### src/rtl/past_counter_array.sv
// Pool of NUM_CHANNELS independent down-counters with a shared start method, per-channel cancel and done pulses.
// Optional build macro PCT_RELOAD_EN adds periodic auto-reload mode (startSignal_periodic port).
module past_counter_array #(
  parameter int F_TESTID     = 9999,
  parameter int NUM_CHANNELS = 4,
  parameter int MAX_AMOUNT   = 22,
  parameter int COUNT_WIDTH  = 5,
  parameter int CHAN_WIDTH   = 2
) (
  input  logic                    CLK,
  input  logic                    RST,
  input  logic                    startSignal__ENA,
  input  logic [CHAN_WIDTH-1:0]   startSignal_chan,
  input  logic [COUNT_WIDTH-1:0]  startSignal_amount,
`ifdef PCT_RELOAD_EN
  input  logic                    startSignal_periodic,
`endif
  output logic                    startSignal__RDY,
  input  logic                    stopSignal__ENA,
  input  logic [CHAN_WIDTH-1:0]   stopSignal_chan,
  output logic                    stopSignal__RDY,
  output logic [NUM_CHANNELS-1:0] busy,
  output logic                    busy__RDY,
  output logic [NUM_CHANNELS-1:0] done
);

  localparam int CHAN_SLOTS = 1 << CHAN_WIDTH;

  if (NUM_CHANNELS < 1 || NUM_CHANNELS > 32 || CHAN_SLOTS < NUM_CHANNELS ||
      (1 << COUNT_WIDTH) <= MAX_AMOUNT || F_TESTID < 0) begin : gBadParams
    $error("past_counter_array: inconsistent parameters");
  end

  logic [CHAN_SLOTS-1:0]  idleExt;
  logic [COUNT_WIDTH-1:0] loadVal;
  logic                   stopSameChan;

  assign loadVal = (startSignal_amount > COUNT_WIDTH'(MAX_AMOUNT)) ?
                   COUNT_WIDTH'(MAX_AMOUNT) : startSignal_amount;
  assign stopSameChan = stopSignal__ENA && (stopSignal_chan == startSignal_chan);

  // Unpopulated channel slots read as never idle, so out-of-range starts are refused.
  for (genvar gi = 0; gi < CHAN_SLOTS; gi++) begin : gIdle
    if (gi < NUM_CHANNELS) begin : gReal
      assign idleExt[gi] = !busy[gi];
    end else begin : gVoid
      assign idleExt[gi] = 1'b0;
    end
  end

  assign startSignal__RDY = idleExt[startSignal_chan] && !stopSameChan;
  assign stopSignal__RDY  = 1'b1;
  assign busy__RDY        = 1'b1;

  for (genvar gi = 0; gi < NUM_CHANNELS; gi++) begin : gChan
    logic [COUNT_WIDTH-1:0] counterReg, counterNext;
    logic                   doneReg, doneNext;
    logic                   startHit, stopHit;
`ifdef PCT_RELOAD_EN
    logic [COUNT_WIDTH-1:0] reloadReg, reloadNext;
    logic                   periodicReg, periodicNext;
`endif

    assign startHit = startSignal__ENA && startSignal__RDY &&
                      (startSignal_chan == CHAN_WIDTH'(gi));
    assign stopHit  = stopSignal__ENA && (stopSignal_chan == CHAN_WIDTH'(gi));

    // Stop beats both a fresh load and natural expiry on the same edge.
    always_comb begin
      counterNext = counterReg;
      doneNext    = 1'b0;
`ifdef PCT_RELOAD_EN
      reloadNext   = reloadReg;
      periodicNext = periodicReg;
`endif
      if (stopHit) begin
        counterNext = '0;
`ifdef PCT_RELOAD_EN
        periodicNext = 1'b0;
`endif
      end else if (startHit) begin
        counterNext = loadVal;
`ifdef PCT_RELOAD_EN
        periodicNext = startSignal_periodic && (loadVal != '0);
        reloadNext   = loadVal;
`endif
      end else if (counterReg == COUNT_WIDTH'(1)) begin
        doneNext = 1'b1;
`ifdef PCT_RELOAD_EN
        counterNext = periodicReg ? reloadReg : '0;
`else
        counterNext = '0;
`endif
      end else if (counterReg != '0) begin
        counterNext = counterReg - COUNT_WIDTH'(1);
      end
    end

    always_ff @(posedge CLK) begin
      if (RST) begin
        counterReg <= '0;
        doneReg    <= 1'b0;
`ifdef PCT_RELOAD_EN
        reloadReg   <= '0;
        periodicReg <= 1'b0;
`endif
      end else begin
        counterReg <= counterNext;
        doneReg    <= doneNext;
`ifdef PCT_RELOAD_EN
        reloadReg   <= reloadNext;
        periodicReg <= periodicNext;
`endif
      end
    end

    assign busy[gi] = (counterReg != '0);
    assign done[gi] = doneReg;
  end

endmodule
### config.mk
export PLATFORM = sky130hd
export DESIGN_NAME = past_counter_array
export DESIGN_NICKNAME = d
export VERILOG_FILES = /design/src/rtl/past_counter_array.sv
export SDC_FILE = /design/constraint.sdc
export NUM_CORES = 1
export LEC_CHECK = 0
export ABC_AREA = 1
export CAP_MARGIN = 20
export CORE_ASPECT_RATIO = 1.2
export CORE_MARGIN = 5
export CORE_UTILIZATION = 30
export CTS_CLUSTER_DIAMETER = 150
export DETAILED_ROUTE_END_ITERATION = 8
export MAX_ROUTING_LAYER = met4
export SYNTH_ARGS = -nofsm -noshare
export SYNTH_HDL_FRONTEND = slang
export SYNTH_SLANG_ARGS = --single-unit
### constraint.sdc
create_clock -name CLK -period 3.1 [get_ports CLK]
set_input_delay 0.31 -clock CLK [delete_from_list [all_inputs] [get_ports CLK]]
set_output_delay 0.31 -clock CLK [all_outputs]
set_load 0.02 [all_outputs]
==> results of run 1 <==
power groups by stage:
stage / clock (mW) / sequential [mW] / combinational [mW]
floorplan: 0 / 0.522 / 1.34
global placement: 0 / 0.549 / 1.67
detailed placement: 0 / 0.548 / 1.69
CTS: 0.297 / 0.542 / 1.70
global route: 0.308 / 0.562 / 1.93
finish: 0.288 / 0.541 / 1.68
registers in the layout, indices dropped and copies added, names as in the netlist:
signal	count
gChan.counterReg	20
gChan.doneReg	4
final timing paths:
| kind | from | endpoint | slack (ns) | cells after the start |
|---|---|---|---|---|
| setup / recovery | startSignal_chan[1] | startSignal__RDY | 0.68 | 8 |
| hold / removal | gChan[3].counterReg[0]$_SDFFE_PP0P_ | gChan[3].counterReg[0]$_SDFFE_PP0P_ | 0.54 | 2 |
| setup reg to reg | gChan[2].counterReg[1]$_SDFFE_PP0P_ | gChan[2].counterReg[3]$_SDFFE_PP0P_ | 1.24 | 12 |
| hold reg to reg | gChan[3].counterReg[0]$_SDFFE_PP0P_ | gChan[3].counterReg[0]$_SDFFE_PP0P_ | 0.54 | 2 |
area by class of cell:
cell class / count / area share
Multi-Input combinational cell: 215 / 0.529
Sequential cell: 24 / 0.203
Tap cell: 85 / 0.0450
Clock inverter: 1 / 0.0127
Timing Repair Buffer: 23 / 0.0953
Inverter: 61 / 0.0969
Clock buffer: 3 / 0.0175
cells by family (layout without fill, tap and decap cells):
group	count (synthesis)	in the layout
fa+ha+maj	12	12
compound gates	26	26
buf+inv	70	88
other cells	1	2
flops	24	24
simple gates	172	172
xor+xnor	3	3
layout by cell type, fill, tap and decap left out, types with 2 or more instances in the layout:
cell type / netlist / routed
ha_1: 12 / 12
nand3_1: 30 / 30
inv_2: 4 / 4
a21oi_2: 7 / 7
nor2_1: 33 / 33
nor2_4: 3 / 3
dfxtp_1: 24 / 24
nand4_1: 16 / 16
nand2_1: 54 / 54
xor2_1: 3 / 3
o21ai_1: 2 / 2
nor2_2: 5 / 5
clkdlybuf4s50_1: 0 / 21
buf_4: 6 / 2
conb_1: 1 / 2
clkbuf_8: 0 / 3
a21oi_1: 6 / 6
or2_2: 5 / 5
o21ai_0: 10 / 10
nand2_2: 9 / 9
nor3_1: 8 / 8
inv_1: 56 / 56
nand4_4: 4 / 4
worst max-delay path: stages:
cell	delay, ns
clkdlybuf4s50_1	0.64
inv_2	0.10
nand2_1	0.08
nand2_1	0.06
nand3_1	0.10
nand3_2	0.09
nor2_4	0.10
clkdlybuf4s50_1	0.61
metal layers:
layer,track usage,share of wire,vias up
met1,0.139,0.47,842
met3,0.0156,0.036,0
met5,-,0,-
li1,-,-,1006
met4,0.0219,0,0
met2,0.193,0.49,28
==> metrics.txt, run 1 <==
latest clock arrival within the worst-skew pair 0.27 ns; Cell Area, Placed 0.00229 mm²; area share of the largest cell type after synthesis 0.237; routability cong. 0.879; Comb power frac 0.670; vias 1876; maximum fanout along the worst path 5; Avg Cell Area, Syn 6.58 µm²; Unique masters post-synth 31; fill count 710; power density cells 1060 mW/mm²; # DRC 0; hpwl dp 3.66 mm; share of cells above drive strength 1 0.141; Worst-Margin Slew 0.666 ns; Final Hold Vio Count 0; Seq/Total Area, Yosys 0.237; CP endpoint kind output port; Die ar. 0.00850 mm²; first-pass GRT wire length 7.76 mm; Sw Pwr 1.23 mW; EDFF count, synth 0; hold-fix buffer count after cts 0; Post-Synth Adder-Cell Area 0.0741; Routed Antenna Nets 0; Worst Path Required 2.79 ns; Starting DRT DRC Count 89; maximum clock rate 412 MHz; Die Span X 85.0 µm; WL final 4.57 mm; Setup CP Type input pin to output port; CTS Sinks 24; share of power burned in registers 0.216; post-CTS setup buffer count 0; multi-input logic area 0.00125 mm²; num rows 32; Post-Synth XOR/XNOR Area 0.0130; FF+latch area 480 µm²; Post-Route Skew 0.00140 ns; Initial DRT Pass Iterations 4; IO buf count 21; VDD IR-drop max 0.458 mV; remaining global-route overflow 0; Die Height 100 µm; Post-Synth Simple-Gate Area 0.449; CTS buffer count 3; I/O pins 24; max_cap viols 0; top-count cell post-synth inv_1; RSZ-0062 raised after global routing false; n_diodes 0; drt wl/cell 11.1 µm; post-synthesis compound-gate area fraction 0.0778; nets 353; Post-synth ARST share 0; vias in the first global route 1762; worst hold slack 0.540 ns; Syn-to-layout area delta 16.7%; yosys synthesis warning count 0; initial antenna violation count 0; relative slew slack 0.556; GRT Total Usage 0.112; final instance area 0.00236 mm²; post-cts resize count 0; Root Buffer clkbuf_8; Clock transition at path regs 0.10 ns; Syn Std Cell Area 0.00203 mm²; maximum root-to-sink buffer count 2; Slew Viols, Final 0; switching share of total power 0.490; CTS tree yes; HP Class flip-flop to flip-flop; sum of negative setup slack 0 ns; status finished, final reports clean; Post-Place Setup Slack 0.695 ns; portion of netlist area occupied by mux cells 0; CP startpoint kind input pin; #FFs+latches synth 24; ranking of synthesized cells by area dfxtp_1, inv_1, nand2_1, ha_1, nand3_1; post-synthesis cell type with the largest combined area dfxtp_1; main combinational cell family by area after synthesis simple AND/OR/NAND/NOR gates; worst setup margin 0.676 ns; pin count of the biggest net entering global routing 17; top cells by count, synth inv_1, nand2_1, nor2_1, nand3_1, dfxtp_1; Initial Util 0.312; Core Region 0.00649 mm²; Tot Pwr 2.51 mW; Finished Core Util 0.364; Arrival @ worst endpoint 2.11 ns; final std cells w/o fill 412; Final period util 0.782; drt via density 4.55; final setup vio count 0; P_int 1.28 mW; Post-synth top flop dfxtp_1; P_leak 1.18 nW; Max H-tree Level 1; Post-Synthesis Cells 308; clock share of power 0.115; DP Cell Count 408; Period minus WS final 2.42 ns
Power figures use the tool's default switching activity.
==> inputs of run 2 (changes only) <==
clock period = 2.4 ns   (was 3.1 ns; I/O delays follow)
==> run 2 against run 1 <==
Against the previous run:
- first-iteration DRC count down 45%
- combinational power up 29%
- worst setup slack worse by 0.32 ns
- global-route usage down 0.23 points
- largest cell class unchanged
==> metrics.txt, run 2 (same netlist as run 1, synthesis figures left out) <==
status finished, final reports clean; vias in the first global route 1708 (-3.1%); Tot Pwr 3.16 mW (+26%); CP startpoint kind flip-flop; clock share of power 0.091 (-0.024); first-pass GRT wire length 7.60 mm (-2.0%); latest clock arrival within the worst-skew pair 0.27 ns (about the same); WL final 4.51 mm (-1.4%); Comb power frac 0.687 (+0.017); Die ar. 0.00850 mm² (unchanged); maximum root-to-sink buffer count 2 (unchanged); worst path cell trace inv_1 > ha_1 > inv_1 > nor2_1 > nand2_1 > clkdlybuf4s50_1; routability cong. 0.877 (-0.24%); P_leak 1.19 nW (+0.70%); CP most frequent cell inv_1; Final Hold Vio Count 0 (unchanged); CTS buffer count 3 (unchanged); Setup CP Type flip-flop to output port; n_diodes 0 (unchanged); hold-fix buffer count after cts 0 (unchanged); Initial DRT Pass Iterations 4 (unchanged); slowest cell delay on critical path 0.63 ns (about the same); most common cell after layout, fill and taps aside inv_1; RSZ-0062 raised after global routing false; Max H-tree Level 1 (unchanged); Worst Path Required 2.16 ns (-0.63 ns); Syn-to-layout area delta 16.4%; Die Span X 85.0 µm (unchanged); Biggest register gChan.counterReg; Core Region 0.00649 mm² (unchanged); HP Class flip-flop to flip-flop; # DRC 0 (unchanged); drt wl/cell 10.9 µm (-1.6%); Starting DRT DRC Count 49 (-45%); Buf/Inv on CP 3 (unchanged); Sw Pwr 1.58 mW (+29%); num rows 32 (unchanged); post-cts resize count 0 (unchanged); CTS tree yes; share of cells above drive strength 1 0.143 (+0.00262); max_cap viols 0 (unchanged); final instance area 0.00236 mm² (-0.26%); Cell Area, Placed 0.00230 mm² (+0.33%); GRT Total Usage 0.110 (-0.00231); IO buf count 21 (unchanged); Largest register FFs 20 (unchanged); vias 1881 (+0.27%); Arrival @ worst endpoint 1.80 ns (-0.31 ns); Initial Util 0.312 (unchanged); Root Buffer clkbuf_8; hpwl dp 3.65 mm (-0.17%); Final period util 0.850; Slowest-stage cell, CP clkdlybuf4s50_1; nets 354 (+0.28%); pin count of the biggest net entering global routing 17 (unchanged); P_int 1.57 mW (+23%); Clock transition at path regs 0.09 ns (about the same); maximum clock rate 490 MHz; Slew Viols, Final 0 (unchanged); biggest regs gChan.counterReg: 20 flops, gChan.doneReg: 4 flops; power density cells 1340 mW/mm² (+26%); I/O pins 24 (unchanged); Worst-Margin Slew 0.646 ns (-0.0203 ns); final setup vio count 0 (unchanged); post-CTS setup buffer count 0 (unchanged); Period minus WS final 2.04 ns; Post-Route Skew 0.00472 ns (+0.00332 ns); family with the most delay on the worst path buffers and inverters; Routed Antenna Nets 0 (unchanged); VDD IR-drop max 0.466 mV (+1.7%); switching share of total power 0.501 (+0.0112); worst hold slack 0.543 ns (+0.00294 ns); CTS Sinks 24 (unchanged); sum of negative setup slack 0 ns (unchanged); most frequent cells in the layout inv_1, nand2_1, nor2_1; Die Height 100 µm (unchanged); initial antenna violation count 0 (unchanged); relative slew slack 0.570 (+0.0136); maximum fanout along the worst path 4 (-1); share of power burned in registers 0.221 (+0.005); remaining global-route overflow 0 (unchanged); CP endpoint kind output port; drt via density 4.55 (about the same)
==> run 2: changes by cell type in the layout (fill, tap and decap cells not counted), sizes merged <==
cell / before / now
buf: 2 / 3
bufinv: 1 / 0
clkbuf: 3 / 4
clkdlybuf4s50: 21 / 20
dlymetal6s2s: 0 / 1
==> run 2: power groups by stage <==
stage	Clock, mW	Combinational, mW	Sequential [mW]
after detailed placement	0	2.17	0.710
after CTS	0.303	2.18	0.702
after global placement	0	2.16	0.709
after floorplan	0	1.73	0.674
final	0.288	2.17	0.698
after global routing	0.319	2.47	0.721
==> run 2: layout make-up <==
class / count / area, µm²
Sequential cell: 24 / 480
Tap cell: 85 / 106
Multi-Input combinational cell: 215 / 1250
Fill cell: 708 / 4130
Timing Repair Buffer: 24 / 235
Clock buffer: 4 / 55.1
Inverter: 61 / 229
==> run 2: metrics by stage <==
step,cells,setup slack (ns),util
after floorplan,309,0.685,-
after global placement,409,0.157,0.355
after detailed placement,409,0.148,0.355
after CTS,413,0.0618,0.363
after global routing,413,0.267,0.363
final,413,0.361,0.363
==> run 2: worst reg2reg max path, stage by stage (launching register included) <==
cell	delay [ns]
dfxtp_1	0.35
inv_1	0.11
ha_1	0.15
inv_1	0.03
nor2_1	0.11
nand2_1	0.13
nand2_1	0.11
nand2_2	0.09
inv_2	0.18
nand4_4	0.19
nand2_2	0.17
nand2_2	0.08
a21oi_2	0.10
==> run 2: final timing paths <==
check | start | to | slack, ns | cells past startpoint
min | gChan[3].counterReg[0]$_SDFFE_PP0P_ | gChan[3].counterReg[0]$_SDFFE_PP0P_ | 0.54 | 2
min reg2reg | gChan[3].counterReg[0]$_SDFFE_PP0P_ | gChan[3].counterReg[0]$_SDFFE_PP0P_ | 0.54 | 2
max | gChan[3].counterReg[0]$_SDFFE_PP0P_ | busy[3] | 0.36 | 6
max reg2reg | gChan[3].counterReg[0]$_SDFFE_PP0P_ | gChan[3].counterReg[2]$_SDFFE_PP0P_ | 0.56 | 12
==> run 2: routing by layer <==
| metal | part of all wire | vias up | GRT usage |
|---|---|---|---|
| met1 | 0.48 | 842 | 0.138 |
| met3 | 0.027 | 6 | 0.0164 |
| met4 | 0.014 | 0 | 0.0317 |
| met2 | 0.48 | 22 | 0.182 |
| li1 | - | 1011 | - |
| met5 | 0 | - | - |
==> inputs of run 3 (changes only) <==
clock period = 1.65 ns   (was 2.4 ns; I/O delays follow)
==> run 3 against run 2 <==
Against the previous run:
- the flow now finishes with violations (negative setup slack)
- combinational power grew 120%
- clock skew shrank 0.0029 ns
- design area grew 32%
- sequential power grew 48%
- first-iteration DRC count grew 57%
==> metrics.txt, run 3 (same netlist as run 1, synthesis figures left out) <==
Max H-tree Level 1 (unchanged); remaining global-route overflow 0 (unchanged); CTS tree yes; Final period util 1.08; power density cells 2040 mW/mm² (+53%); Comb power frac 0.752 (+0.065); initial antenna violation count 0 (unchanged); Die ar. 0.00850 mm² (unchanged); most common cell after layout, fill and taps aside buf_4; switching share of total power 0.465 (-0.0362); maximum clock rate 561 MHz; latest clock arrival within the worst-skew pair 0.28 ns (about the same); final setup vio count 24 (+24); GR Util met1 0.160 (+0.0217); biggest regs gChan.counterReg: 20 flops, gChan.doneReg: 4 flops; Root Buffer clkbuf_8; routability cong. 0.880 (+0.32%); hpwl dp 3.96 mm (+8.3%); Tot Pwr 6.38 mW (+100%); CTS buffer count 3 (unchanged); nets 417 (+18%); Clock transition at path regs 0.10 ns (about the same); share of power burned in registers 0.162 (-0.059); R2R cell count 14 (+2); failing checks negative setup slack; fill count 664 (-6.2%); CP startpoint kind flip-flop; most frequent cells in the layout buf_4, nand2_1, inv_1; Finished Core Util 0.481 (+0.118); VDD IR-drop max 1.07 mV (+130%); GRT Total Usage 0.143 (+0.0332); Slew Viols, Final 0 (unchanged); status finished with violations; worst hold slack 0.610 ns (+0.0676 ns); Largest register FFs 20 (unchanged); share of cells above drive strength 1 0.412 (+0.268); Period minus WS final 1.78 ns; Die Span X 85.0 µm (unchanged); HP Class input pin to flip-flop; grt met3 use 0.0156 (-0.000821); Post-Route Skew 0.00179 ns (-0.00293 ns); final std cells w/o fill 476 (+15%); maximum fanout along the worst path 6 (+2); RSZ-0062 raised after global routing true; n_diodes 0 (unchanged); I/O pins 24 (unchanged); Biggest register gChan.counterReg; Worst Hold Launch RST; final instance area 0.00312 mm² (+32%); first-pass GRT wire length 9.65 mm (+27%); met2 GRT Util 0.264 (+0.0825); WL final 5.64 mm (+25%); flop2flop setup slack -0.13 ns (-0.69 ns); worst r2r dst gChan[0].counterReg[3]$_SDFFE_PP0P_; Initial DRT Pass Iterations 4 (unchanged); vias in the first global route 2216 (+30%); Worst Hold Depth 4 (+2); P_int 3.42 mW (+120%); Worst Path Required 1.87 ns (-0.29 ns); Cell Area, Placed 0.00266 mm² (+16%); Most Used Layer, Global Route met2; Syn-to-layout area delta 54.2%; Arrival @ worst endpoint 2.01 ns (+0.21 ns); Sw Pwr 2.97 mW (+88%); clock share of power 0.086 (-0.005); Routed Antenna Nets 0 (unchanged); worst flop-to-flop path startpoint gChan[1].counterReg[1]$_SDFFE_PP0P_; # DRC 0 (unchanged); Setup CP Type flip-flop to flip-flop; drt wl/cell 11.8 µm (+8.4%); hold path endpoint gChan[2].counterReg[3]$_SDFFE_PP0P_; IO buf count 21 (unchanged); Die Height 100 µm (unchanged); DP Cell Count 452 (+11%); max_cap viols 0 (unchanged); pin count of the biggest net entering global routing 25 (+8); worst setup margin -0.132 ns (-0.493 ns); CTS Sinks 24 (unchanged); Initial Util 0.312 (unchanged); Final Hold Vio Count 0 (unchanged); vias 2237 (+19%); P_leak 1.53 nW (+29%); Starting DRT DRC Count 77 (+57%); num rows 32 (unchanged); maximum root-to-sink buffer count 2 (unchanged); CP endpoint kind flip-flop; drt via density 4.70 (+3.2%); Core Region 0.00649 mm² (unchanged)
==> run 3: cell types whose count changed in the layout (fill, tap and decap cells not counted), sizes merged <==
cell           delta
buf              +63
bufinv            +1
dlymetal6s2s      -1
clkdlybuf4s50     -4
nand4             +4
==> run 3: stage by stage <==
stage | worst slack [ns] | setup TNS (ns)
final | -0.132 | -1.86
after global routing | -0.264 | -5.01
after CTS | -0.0892 | -0.969
after detailed placement | -0.350 | -5.80
after global placement | -0.317 | -5.12
after floorplan | 0.00721 | 0
==> run 3: worst max-delay path, stage by stage, from the launching register on <==
cell and delay, ns:
dfxtp_2 0.34, inv_2 0.07, ha_4 0.13, inv_2 0.04, nor2_4 0.10, nand2_2 0.07
nand2_2 0.08, buf_6 0.10, nand2_4 0.06, nor2_8 0.18, buf_12 0.14, nand4_4 0.12
nand2_4 0.12, nand3_2 0.07, nor2_1 0.10
==> run 3: how the worst max path moves through the flow <==
stage                                              startpoint                                   to  slack [ns]  cells past startpoint
after floorplan           gChan[3].counterReg[0]$_SDFFE_PP0P_  gChan[0].counterReg[2]$_SDFFE_PP0P_       0.007                     11
after global placement                    startSignal_chan[1]                     startSignal__RDY       -0.32                      8
after detailed placement                  startSignal_chan[1]                     startSignal__RDY       -0.35                      8
after global routing      gChan[2].counterReg[0]$_SDFFE_PP0P_  gChan[0].counterReg[3]$_SDFFE_PP0P_       -0.26                     14
after CTS                 gChan[1].counterReg[0]$_SDFFE_PP0P_  gChan[0].counterReg[4]$_SDFFE_PP0P_       -0.09                     14
final                     gChan[1].counterReg[1]$_SDFFE_PP0P_  gChan[0].counterReg[3]$_SDFFE_PP0P_       -0.13                     14
==> run 3: power groups by stage <==
stage               Combinational (mW)  Sequential (mW)  Clock, mW
floorplan                         2.60            0.984          0
global placement                  3.85            0.984          0
detailed placement                3.90            0.987          0
CTS                               4.49             1.03      0.555
global route                      5.38             1.06      0.584
finish                            4.80             1.03      0.547
==> run 3: cell type report <==
type | instances | area, µm² | area share
Multi-Input combinational cell | 219 | 1500 | 0.479
Sequential cell | 24 | 490 | 0.157
Inverter | 61 | 241 | 0.0773
Tap cell | 85 | 106 | 0.0341
Timing Repair Buffer | 83 | 717 | 0.230
Clock buffer | 3 | 41.3 | 0.0132
Clock inverter | 1 | 30.0 | 0.00962
==> run 3: per-layer routing <==
metal / wire (µm) / part of all wire
met5: 0 / 0
met2: 3040 / 0.54
met1: 2370 / 0.42
met4: 68 / 0.012
met3: 161 / 0.029
==> run 3: what timing repair did <==
item	4_1_cts	5_1_grt
hold buffers	0	0
setup buffers	14	3
gates resized for setup	65	25
setup endpoints to repair	28	29
pin swaps	22	11
gates cloned	4	0
==> patch (settings of run 1) <==
Add a define of `PCT_RELOAD_EN`.
--- a/src/rtl/past_counter_array.sv
+++ b/src/rtl/past_counter_array.sv
@@ -1,5 +1,7 @@
 // Pool of NUM_CHANNELS independent down-counters with a shared start method, per-channel cancel and done pulses.
 // Optional build macro PCT_RELOAD_EN adds periodic auto-reload mode (startSignal_periodic port).
+`define PCT_RELOAD_EN
+
 module past_counter_array #(
   parameter int F_TESTID     = 9999,
   parameter int NUM_CHANNELS = 4,
Ports: changed (added startSignal_periodic); port bits go from 24 to 25. No check against the original RTL was run, so the function may have changed too.
==> patch against run 1 <==
- die area is 44% higher
- sequential cell count grew 24
- wire length is 53% higher
- count of clock-buffer cells in the layout rose by 3
- area after synthesis up 50%
- power up 29%
- combinational power is 5% higher
- worst setup slack worse by 9.0 ps
- cell area increased by 47%
- critical path depth shrank 1
- sequential share of layout area is 7.2 points higher
- first-iteration DRC count is 65% higher
- clock power is 110% higher
- critical endpoint unchanged
==> patch: results (changes against run 1) <==
The fraction of final layout cells with drive strength greater than 1 came to 9.96% (-4.1 points). The clock tree skew after final layout is 7.15 ps (+5.75 ps). For this run, the leading register cell type out of synthesis is dfxtp_1.

The async set-reset flop share out of synthesis is 0% (unchanged). The maximum number of pins on one net before global-route repair is 20 (+3). The number of clock buffers inserted by TritonCTS is 5 (+2). The estimated wirelength of the detail-placed design came out at 5360 um (+46%). The average vias per placed instance is 4.57 (+0.30%). The number of detailed-routing iterations run before antenna repair is 4 (unchanged). The clock edge transition at the registers on the reported setup and hold paths was 70 ps (-30 ps).

The number of nets in the layout is 497 (+41%). The share of synthesized cell area in full adder, half adder and majority cells came out at 4.94% (-2.5 points). The count of vias placed by the detailed router came out at 2731 (+46%). The placeable core region was 9960 um^2 (+54%). The diode insertion count for antenna repair came out at 0 (unchanged). The number of DRC violations after detailed-routing iteration 0 is 147 (+65%). The fraction of synthesized cell area in xor and xnor cells came out at 0.576% (-0.72 points).

The total global-route track usage came to 12.3% (+1.1 points). The global-route wire length before repair came out at 12000 um (+55%). The leakage power figure is 1.63 nW (+38%). The sequential fraction of the synthesis area is 31.6% (+7.9 points). The number of H-tree levels is 2 (+1). The area fraction in compound gates after synthesis came out at 11.9% (+4.1 points). The number of global-route vias before repair is 2636 (+50%). The wire length reported by the detailed router came out at 6990 um (+53%). The mean instance size in the synthesized netlist came out at 6.70 um^2 (+1.9%). The number of distinct library cells after synthesis is 37 (+19%).

The largest stage delay on the critical path is 610 ps (-30 ps). The depth of the most critical reg-to-reg path is 10 (-2). Clock tree synthesis selected as its root buffer the cell clkbuf_16. The placer congestion estimate is 0.852 (-3.1%). The clock latency on the worst-skew pair came out at 290 ps (+20 ps). The number of port buffers came to 22 (+4.8%). The transition time at the pin with the least slew margin was 699 ps (+33.5 ps). The commonest cells after synthesis are nand2_1 (107), inv_1 (69), nor2_1 (59). The synthesis warning total is 0 (unchanged). The number of placed instances, taps included came out at 590 (+45%). In the post-synthesis netlist, the biggest area contributors are dfxtp_1 (32%), nand2_1 (13%), inv_1 (8.5%), nor2_1 (7.3%), a21oi_1 (5.4%). The largest registers in the layout are gChan.counterReg (20), gChan.reloadReg (20).

The number of fillers in the final layout is 1035 (+46%). The run finished with clean final reports. The switching share of power is 43.7% (-5.3 points). The starting density of the core came out at 30.5% (-0.69 points). The maximum vdd ir drop is 0.000430 V (-6.0%).
patch: layer usage:
| metal | GRT usage [%] | share of wire (%) |
|---|---|---|
| met1 | 15.7 | 48 |
| met2 | 20.1 | 49 |
| met3 | 1.85 | 2.5 |
| met4 | 3.53 | 0.49 |
| met5 | - | 0 |
patch: worst max-delay path: cells and delay by family:
family | cells | cell delay [ps]
buf+inv | 3 | 1250
simple gates | 4 | 560
patch: layout make-up:
type                    instances  area, um^2  area share, %
well taps                     126         158           4.52
repair buffers                 25         243           6.97
inverters                      74         280           8.04
clock inverters                 2        35.0           1.01
clock buffers                   6         129           3.70
flip-flops and latches         48         961           27.6
multi-input cells             317        1680           48.2
patch: final timing paths:
check,startpoint,slack [ps],end
worst max-delay path,startSignal_chan[0],670,startSignal__RDY
worst min-delay path,gChan[2].reloadReg[2]$_SDFFE_PP0P_,450,gChan[2].reloadReg[2]$_SDFFE_PP0P_
worst max register to register,gChan[1].counterReg[0]$_SDFFE_PP0P_,1150,gChan[1].counterReg[3]$_SDFFE_PP0P_
worst min register to register,gChan[2].reloadReg[2]$_SDFFE_PP0P_,450,gChan[2].reloadReg[2]$_SDFFE_PP0P_
patch: per-stage QoR:
stage	worst slack, ps	utilization (%)	hold slack (ps)	instance area [um^2]
after floorplan	1380	-	421	3050
after global placement	729	33.3	431	3320
after detailed placement	661	33.3	437	3320
after CTS	658	35.0	447	3480
final	667	35.0	445	3480
after global routing	561	35.0	469	3480
patch: power by group through the flow:
stage          combinational [mW]  clock [mW]  sequential (mW)
2_1_floorplan                1.40           0            0.848
3_3_place_gp                 1.76           0            0.871
3_5_place_dp                 1.78           0            0.871
4_1_cts                      1.79       0.629            0.858
5_1_grt                      2.03       0.661            0.879
6_report                     1.77       0.615            0.856
